`src/rtl/uart_receive_datapath.sv`:
```
// UART receive datapath: samples the serial line on FSM strobes, tracks frame length,
// and on the frame-end strobe assembles data/parity/framing/break status for the RX FIFO.
module uart_receive_datapath #(
  parameter int DATA_MAX = 8,
  parameter int CNT_W    = 4
) (
  input  logic       pclk,
  input  logic       presetn,
  input  logic       utrrst,
  input  logic       uart_rxd,
  input  logic [1:0] wls,
  input  logic       pen,
  input  logic       eps,
  input  logic       rx_ready,
  input  logic       receive_shift_en,
  input  logic       error_check,
  input  logic       receive_frame_counter_en,
  input  logic       receive_frame_counter_clear,
  output logic       receive_done,
  output logic       rx_wr_en,
  output logic [7:0] rx_wr_data,
  output logic       rx_pe,
  output logic       rx_fe,
  output logic       rx_bi,
  output logic       overrun_err
);

  localparam int FW = DATA_MAX + 2;

  logic [CNT_W-1:0]    cnt_q, cnt_d;
  logic [FW-1:0]       frame_q, frame_d;
  logic [1:0]          wls_q, wls_d;
  logic                pen_q, pen_d;
  logic                eps_q, eps_d;
  logic                wrEn_q, wrEn_d;
  logic [7:0]          wrData_q, wrData_d;
  logic                pe_q, pe_d;
  logic                fe_q, fe_d;
  logic                bi_q, bi_d;
  logic                ovr_q, ovr_d;

  logic [CNT_W-1:0]    wordLen, frameLen, stopIdx;
  logic [DATA_MAX-1:0] dataBits;
  logic                parityBit, stopBit, parityErr, breakDet;
  logic                sampleEn, checkEn;

  // Frame geometry comes only from the config latched while the counter was cleared.
  always_comb begin
    wordLen  = CNT_W'(5) + CNT_W'(wls_q);
    stopIdx  = wordLen + CNT_W'(pen_q);
    frameLen = stopIdx + CNT_W'(1);
    sampleEn = receive_shift_en & receive_frame_counter_en & (cnt_q < frameLen);
    checkEn  = error_check & utrrst;
  end

  always_comb begin
    dataBits = '0;
    for (int i = 0; i < DATA_MAX; i++) begin
      dataBits[i] = frame_q[i] & (CNT_W'(i) < wordLen);
    end
    breakDet = 1'b1;
    for (int i = 0; i < FW; i++) begin
      if ((CNT_W'(i) < frameLen) && frame_q[i]) breakDet = 1'b0;
    end
    parityBit = frame_q[wordLen];
    stopBit   = frame_q[stopIdx];
    parityErr = pen_q & ((^dataBits ^ parityBit) != ~eps_q);
  end

  always_comb begin
    cnt_d    = cnt_q;
    frame_d  = frame_q;
    wls_d    = wls_q;
    pen_d    = pen_q;
    eps_d    = eps_q;
    wrData_d = wrData_q;
    pe_d     = pe_q;
    fe_d     = fe_q;
    bi_d     = bi_q;
    if (receive_frame_counter_clear) begin
      cnt_d = '0;
      wls_d = wls;
      pen_d = pen;
      eps_d = eps;
    end else if (sampleEn) begin
      frame_d[cnt_q] = uart_rxd;
      cnt_d          = cnt_q + CNT_W'(1);
    end
    wrEn_d = checkEn & rx_ready;
    ovr_d  = checkEn & ~rx_ready;
    // Status fields only move on an actual FIFO write; an overrun leaves them untouched.
    if (wrEn_d) begin
      wrData_d = 8'(dataBits);
      pe_d     = parityErr;
      fe_d     = ~stopBit;
      bi_d     = breakDet;
    end
  end

  always_ff @(posedge pclk or negedge presetn) begin
    if (!presetn) begin
      cnt_q    <= '0;
      frame_q  <= '0;
      wls_q    <= '0;
      pen_q    <= 1'b0;
      eps_q    <= 1'b0;
      wrEn_q   <= 1'b0;
      wrData_q <= '0;
      pe_q     <= 1'b0;
      fe_q     <= 1'b0;
      bi_q     <= 1'b0;
      ovr_q    <= 1'b0;
    end else begin
      cnt_q    <= cnt_d;
      frame_q  <= frame_d;
      wls_q    <= wls_d;
      pen_q    <= pen_d;
      eps_q    <= eps_d;
      wrEn_q   <= wrEn_d;
      wrData_q <= wrData_d;
      pe_q     <= pe_d;
      fe_q     <= fe_d;
      bi_q     <= bi_d;
      ovr_q    <= ovr_d;
    end
  end

  assign receive_done = (cnt_q == frameLen);
  assign rx_wr_en     = wrEn_q;
  assign rx_wr_data   = wrData_q;
  assign rx_pe        = pe_q;
  assign rx_fe        = fe_q;
  assign rx_bi        = bi_q;
  assign overrun_err  = ovr_q;

endmodule

```
`config.mk`:
```
export PLATFORM = sky130hd
export DESIGN_NAME = uart_receive_datapath
export DESIGN_NICKNAME = d
export VERILOG_FILES = /design/src/rtl/uart_receive_datapath.sv
export SDC_FILE = /design/constraint.sdc
export NUM_CORES = 1
export LEC_CHECK = 0
export ABC_AREA = 1
export BUFFER_PORTS_ARGS = -buffer_cell sky130_fd_sc_hd__buf_2
export CAP_MARGIN = 0
export CELL_PAD_IN_SITES_DETAIL_PLACEMENT = 1
export CELL_PAD_IN_SITES_GLOBAL_PLACEMENT = 1
export CORE_MARGIN = 5
export CORE_UTILIZATION = 29
export DETAILED_ROUTE_END_ITERATION = 6
export PLACE_DENSITY_LB_ADDON = 0.25
export SETUP_SLACK_MARGIN = 0.2
export SYNTH_ARGS = -nofsm -noshare
export SYNTH_HDL_FRONTEND = slang
export SYNTH_SLANG_ARGS = --single-unit
```
`constraint.sdc`:
```
create_clock -name pclk -period 4.2 [get_ports pclk]
set_input_delay 0 -clock pclk [delete_from_list [all_inputs] [get_ports pclk]]
set_output_delay 0 -clock pclk [all_outputs]
set_load 0.005 [all_outputs]
```
# After elaboration in Yosys (flattened, before gate mapping)
# Index checks and enable logic that the tools add are counted.
[word_totals]
ff_bits = 31
elab_cells = 92
out_inout_bits = 14
inputBits = 13
[op_classes]
addsub = 4
n_lt_le_gt_ge = 23
n_eq_ne = 2
muxes = 19
n_bitwise = 19
n_reduce_logical = 14
[ops]
columns = ["cell", "count"]
rows = [
  ["3-bit by 4-bit < comparator with 1-bit output, first input constant", 8],
  ["1-bit by 4-bit < comparator with 1-bit output, first input constant", 4],
  ["2-bit by 4-bit < comparator with 1-bit output, first input constant", 4],
  ["4-bit by 5-bit < comparator with 1-bit output, second input constant", 3],
  ["1-bit AND", 14],
  ["1-bit two-way mux", 13],
  ["1-bit logical AND", 11],
  ["10-bit bitwise mux", 1],
  ["4-bit by 1-bit adder with 4-bit output, second input constant", 2],
  ["1-bit binary-select mux with 4-bit select", 2],
  ["4-bit < comparator, first input constant", 2],
  ["4-bit two-way mux", 2],
  ["8-bit XOR reduction", 1],
  ["3-bit by 2-bit adder with 4-bit output, first input constant", 1],
  ["4-bit by 1-bit adder with 4-bit output", 1],
  ["1-bit demux with 4-bit select", 1],
  ["4-bit == test", 1],
  ["4-bit by 1-bit >= comparator with 1-bit output, second input constant", 1],
  ["4-bit < comparator", 1],
  ["1-bit NOT", 4],
  ["2-bit AND reduction", 1],
  ["2-bit nonzero test", 1],
  ["1-bit != test", 1],
  ["1-bit XOR", 1],
]

# Depth between registers and ports, before layout
[depth]
ltp_word = 15
ltp_mapped = 19
depth_no_buf = 18

# Least setup slack after synthesis
# Ideal clock, no wire load.
[synth_path]
path_kind = "flip-flop to flip-flop"
start = "reg wls_q[0]"
end = "reg frame_q[7]"
setup_ns = 0.128
path_slack_ns = 1.266
path_buffers = 1
period_less_slack_ns = 2.934
path_stages_with_launch = 20
arrival_time_ns = 2.807
required_time_ns = 4.072
path_cell_list = "dfrtp_1 inv_1 ha_1 xnor2_1 inv_2 ha_1 inv_1 nand2_1 nand2_1 inv_1 ha_1 nand2_2 nor2_2 nor3_2 nand2_2 nor2_4 buf_6 nand3_1 nand2_1 o21ai_1"
[synth_between]
elab_chain_len = 6
[synth_lines]
columns = ["item", "line_no", "source"]
rows = [
  ["from (decl)", "32", "logic [1:0] wls_q, wls_d;"],
  ["from (signal assigned)", "116", "wls_q <= wls_d;"],
  ["3-bit by 2-bit adder with 4-bit output", "49", "wordLen = CNT_W'(5) + CNT_W'(wls_q);"],
  ["4-bit by 1-bit adder with 4-bit output", "50", "stopIdx = wordLen + CNT_W'(pen_q);"],
  ["4-bit by 1-bit adder with 4-bit output", "51", "frameLen = stopIdx + CNT_W'(1);"],
  ["4-bit < comparator", "52", "sampleEn = receive_shift_en & receive_frame_counter_en & (cnt_q < frameLen);"],
  ["1-bit AND", "52", ""],
  ["2-bit AND reduction (no source line)", "-", ""],
  ["to (signal assigned)", "115", "frame_q <= frame_d;"],
  ["to (decl)", "31", "logic [FW-1:0] frame_q, frame_d;"],
]
# Every way passes these cells.
# A chain may end at the register's enable or synchronous reset.

# Worst setup path in the final report
# Same ends and word-level chain as after synthesis.

==> out/qor.txt <==
Root Buffer = clkbuf_8
Mux contribution to synthesized area = 0%
CTS buffer count = 5
CP max FO = 12
Crit-path slowest cell = dfrtp_1
Cts repair resizes = 0
Maxcap violations = 0
Tmin final = 3.342 ns
Final WL = 4816 um
Worst-margin pin slew = 0.7162 ns
Clock transition at path regs = 0.06 ns
Final ANT Viol Nets = 0
Finished Cell Area = 2257 sq um
I/O pin count = 27
Startpoint Class = register
Top-area cell type share of the netlist area = 40.58%
Max VDD drop = 0.1528 mV
Fin. Hold Viols = 0
Pins Over Slew Limit = 0
CP required = 4.36 ns
DP HPWL = 3769 um
CTS H-tree depth = 2
Slowest stage delay, CP = 0.41 ns
Period utilization = 79.57%
Tot GR Track Use = 12.56%
Synthesized cell area = 1912 sq um
Placed inst area = 2115 sq um
# rows = 29
Register area share after synthesis = 40.58%
Synth-to-Final Area Change = 18.06%
Min-Delay Path Class = in2reg
Leakage power = 1.171 nW
Routed len/inst = 13.05 um
Via density = 4.640
Starting Density = 29.94%
Worst-skew pair later-pin latency = 0.29 ns
Hold Startpoint = receive_frame_counter_clear
Outcome = complete, no violations
Final Skew = 0.004108 ns
Leading cell type in the layout, fill and taps excluded = nand2_1
Xor/xnor share of the synthesized area = 0.4581%
Initial antenna violation count = 0
GR Overflow Total = 0
Most area-hungry cell type in the Yosys netlist = dfrtp_1
Vias in the first global route = 1838
Die W = 91.20 um
Hold Path Depth = 3
First-pass iteration count of the detailed router = 4
DRC violations left = 0
Fmax = 0.2992 GHz
Cells on worst reg2reg path = 18
Worst flop-to-flop path startpoint = wls_q[0]$_DFFE_PN0P_
Crit path max-delay family = simple AND/OR/NAND/NOR gates
# clock sinks = 31
Clk buf depth = 2
Post-synthesis register bit count = 31
Largest family of logic cells by synthesized area = simple AND/OR/NAND/NOR gates
Relative slew margins = 52.25%
Critical Path Stages = 18
Ys flop type = dfrtp_1
First-pass GRT wire length = 8500 um
Critical path class = reg2reg
Die area = 8317 sq um
Post-synth cell types = 27
Most frequent cells in the layout = nand2_1 (75), inv_1 (31), dfrtp_1 (31), nand3_1 (27), buf_2 (26)
Post-synth EDFFs = 0
Avg Synthesized Cell Area = 7.439 sq um
Ys Warns = 0
CTS tree = yes
WP buf/inv = 4
Final setup fails = 0
Port Buffers = 26
Largest net degree at the start of global routing = 32
Async S/R FF share, synth = 100.0%
Total negative slack = 0 ns
Gp weighted congestion = 0.8529
Core box area = 6386 sq um
CP endpoint kind = register
CP Launch Point = wls_q[0]$_DFFE_PN0P_
PwrDens = 367.5 nW/um^2
Adder-Cell Fraction of Synth Area = 10.47%
Layout cells sized above 1 = 14.73%
Iter 0 DRT Violations = 20
Compound-Gate Fraction of Synth Area = 10.99%
Crit path cell chain = inv_1 -> ha_1 -> xnor2_1 -> inv_2 -> ha_1 -> inv_1 -> nand2_1 -> nand2_1 -> inv_1 -> ha_1 -> nand2_2 -> nor2_2 -> nor3_2 -> nand2_2 -> nor2_4 -> nand3_1 -> nand2_1 -> o21ai_1
Main area contributors after synthesis = dfrtp_1 (41%), nand2_1 (15%), ha_1 (10%), nand3_1 (7.1%), inv_1 (6.1%)
Ant diodes = 0
Nets = 322
Vias = 1712
Post-synthesis simple-gate area fraction = 28.80%
Cells after synthesis = 257
Die Y = 91.20 um
Syn Nets = 286
RSZ-0062 raised after global routing = false
Worst EP arrival = 3.50 ns
[metal layers]
layer  GRT usage (%)  vias to the layer above  wire length, um
met4           4.768                        0               89
met1           15.19                      788             2234
met5               0                        -                0
met3           3.306                        8              196
met2           21.27                       23             2295
li1                -                      893                -
[where the power goes]
| part | internal (W) | total, W | switching [W] |
|---|---|---|---|
| Combinational | 0.000100 | 0.000256 | 0.000156 |
| Clock | 0.000110 | 0.000217 | 0.000107 |
| Sequential | 0.000332 | 0.000357 | 0.0000249 |
| Total | 0.000542 | 0.000830 | 0.000287 |
[cell type report]
class / instances / area [sq um]
clock buffer: 6 / 72.57
fill: 813 / 4129
inverter: 38 / 142.6
multi-input combinational: 184 / 969.7
sequential: 31 / 775.7
tap: 77 / 96.34
timing repair buffer: 33 / 200.2
[registers in the layout (all words and copies together), names as in the netlist]
name and count:
frame_q 10, rx_wr_data 8, cnt_q 4, wls_q 2, eps_q 1, overrun_err 1, pen_q 1, rx_bi 1
rx_fe 1, rx_pe 1, rx_wr_en 1
[synth_stat cells, types with 2 or more instances]
cell type	number
nand2_1	75
dfrtp_1	31
inv_1	31
nand3_1	27
ha_1	16
o21ai_0	15
nor2_1	14
o21ai_1	14
inv_2	5
a21oi_1	4
nand2_2	4
clkbuf_1	2
clkinv_1	2
nand4_1	2
nor3_1	2
o211ai_1	2
[worst paths after layout]
kind / to / slack [ns]
worst max-delay path: frame_q[7]$_DFFE_PN0P_ / 0.86
worst min register to register: rx_pe$_DFFE_PN0P_ / 0.47
max in group asynchronous: frame_q[0]$_DFFE_PN0P_ / 3.43
worst min-delay path: pen_q$_DFFE_PN0P_ / 0.07
worst max register to register: frame_q[7]$_DFFE_PN0P_ / 0.86
min in group asynchronous: rx_wr_data[0]$_DFFE_PN0P_ / 0.30
[logic make-up (layout without fill, tap and decap cells)]
logic type               Yosys count  in the layout
flip-flops                        31             31
XOR/XNOR                           1              1
AND/OR/NAND/NOR                  128            128
buffers and inverters             42             77
AO/OA/AOI/OAI                     39             39
adder cells (fa/ha/maj)           16             16
[worst register-to-register path, delay by kind of cell (launching register included)]
| kind | cells | cell delay [ns] |
|---|---|---|
| DFF | 1 | 0.41 |
| and+or+nand+nor | 9 | 1.10 |
| xor gates and xnor gates | 1 | 0.36 |
| adders and majority gates | 3 | 0.85 |
| buffers and inverters | 4 | 0.42 |
| AOI/OAI and AO/OA | 1 | 0.07 |
[through the flow]
stage	power, W	util [%]	hold WS (ns)	setup WS [ns]	cells
6_report	0.0008296	35.34	0.07112	0.8579	369
5_1_grt	0.0009002	35.34	0.08650	0.4951	369
4_1_cts	0.0008478	35.34	0.07180	0.8445	369
3_5_place_dp	0.0006201	33.11	0.1039	0.8552	356
3_3_place_gp	0.0006160	33.11	0.1181	0.9976	356
2_1_floorplan	0.0005371	-	-0.2956	1.266	257
[repair_timing]
| item | in CTS | in global routing |
|---|---|---|
| hold buffers | 7 | 0 |
| buffers inserted | 0 | 0 |
| setup endpoints to repair | 0 | 0 |
| hold endpoints to repair | 36 | 0 |
(Power assumes the default switching activity.)
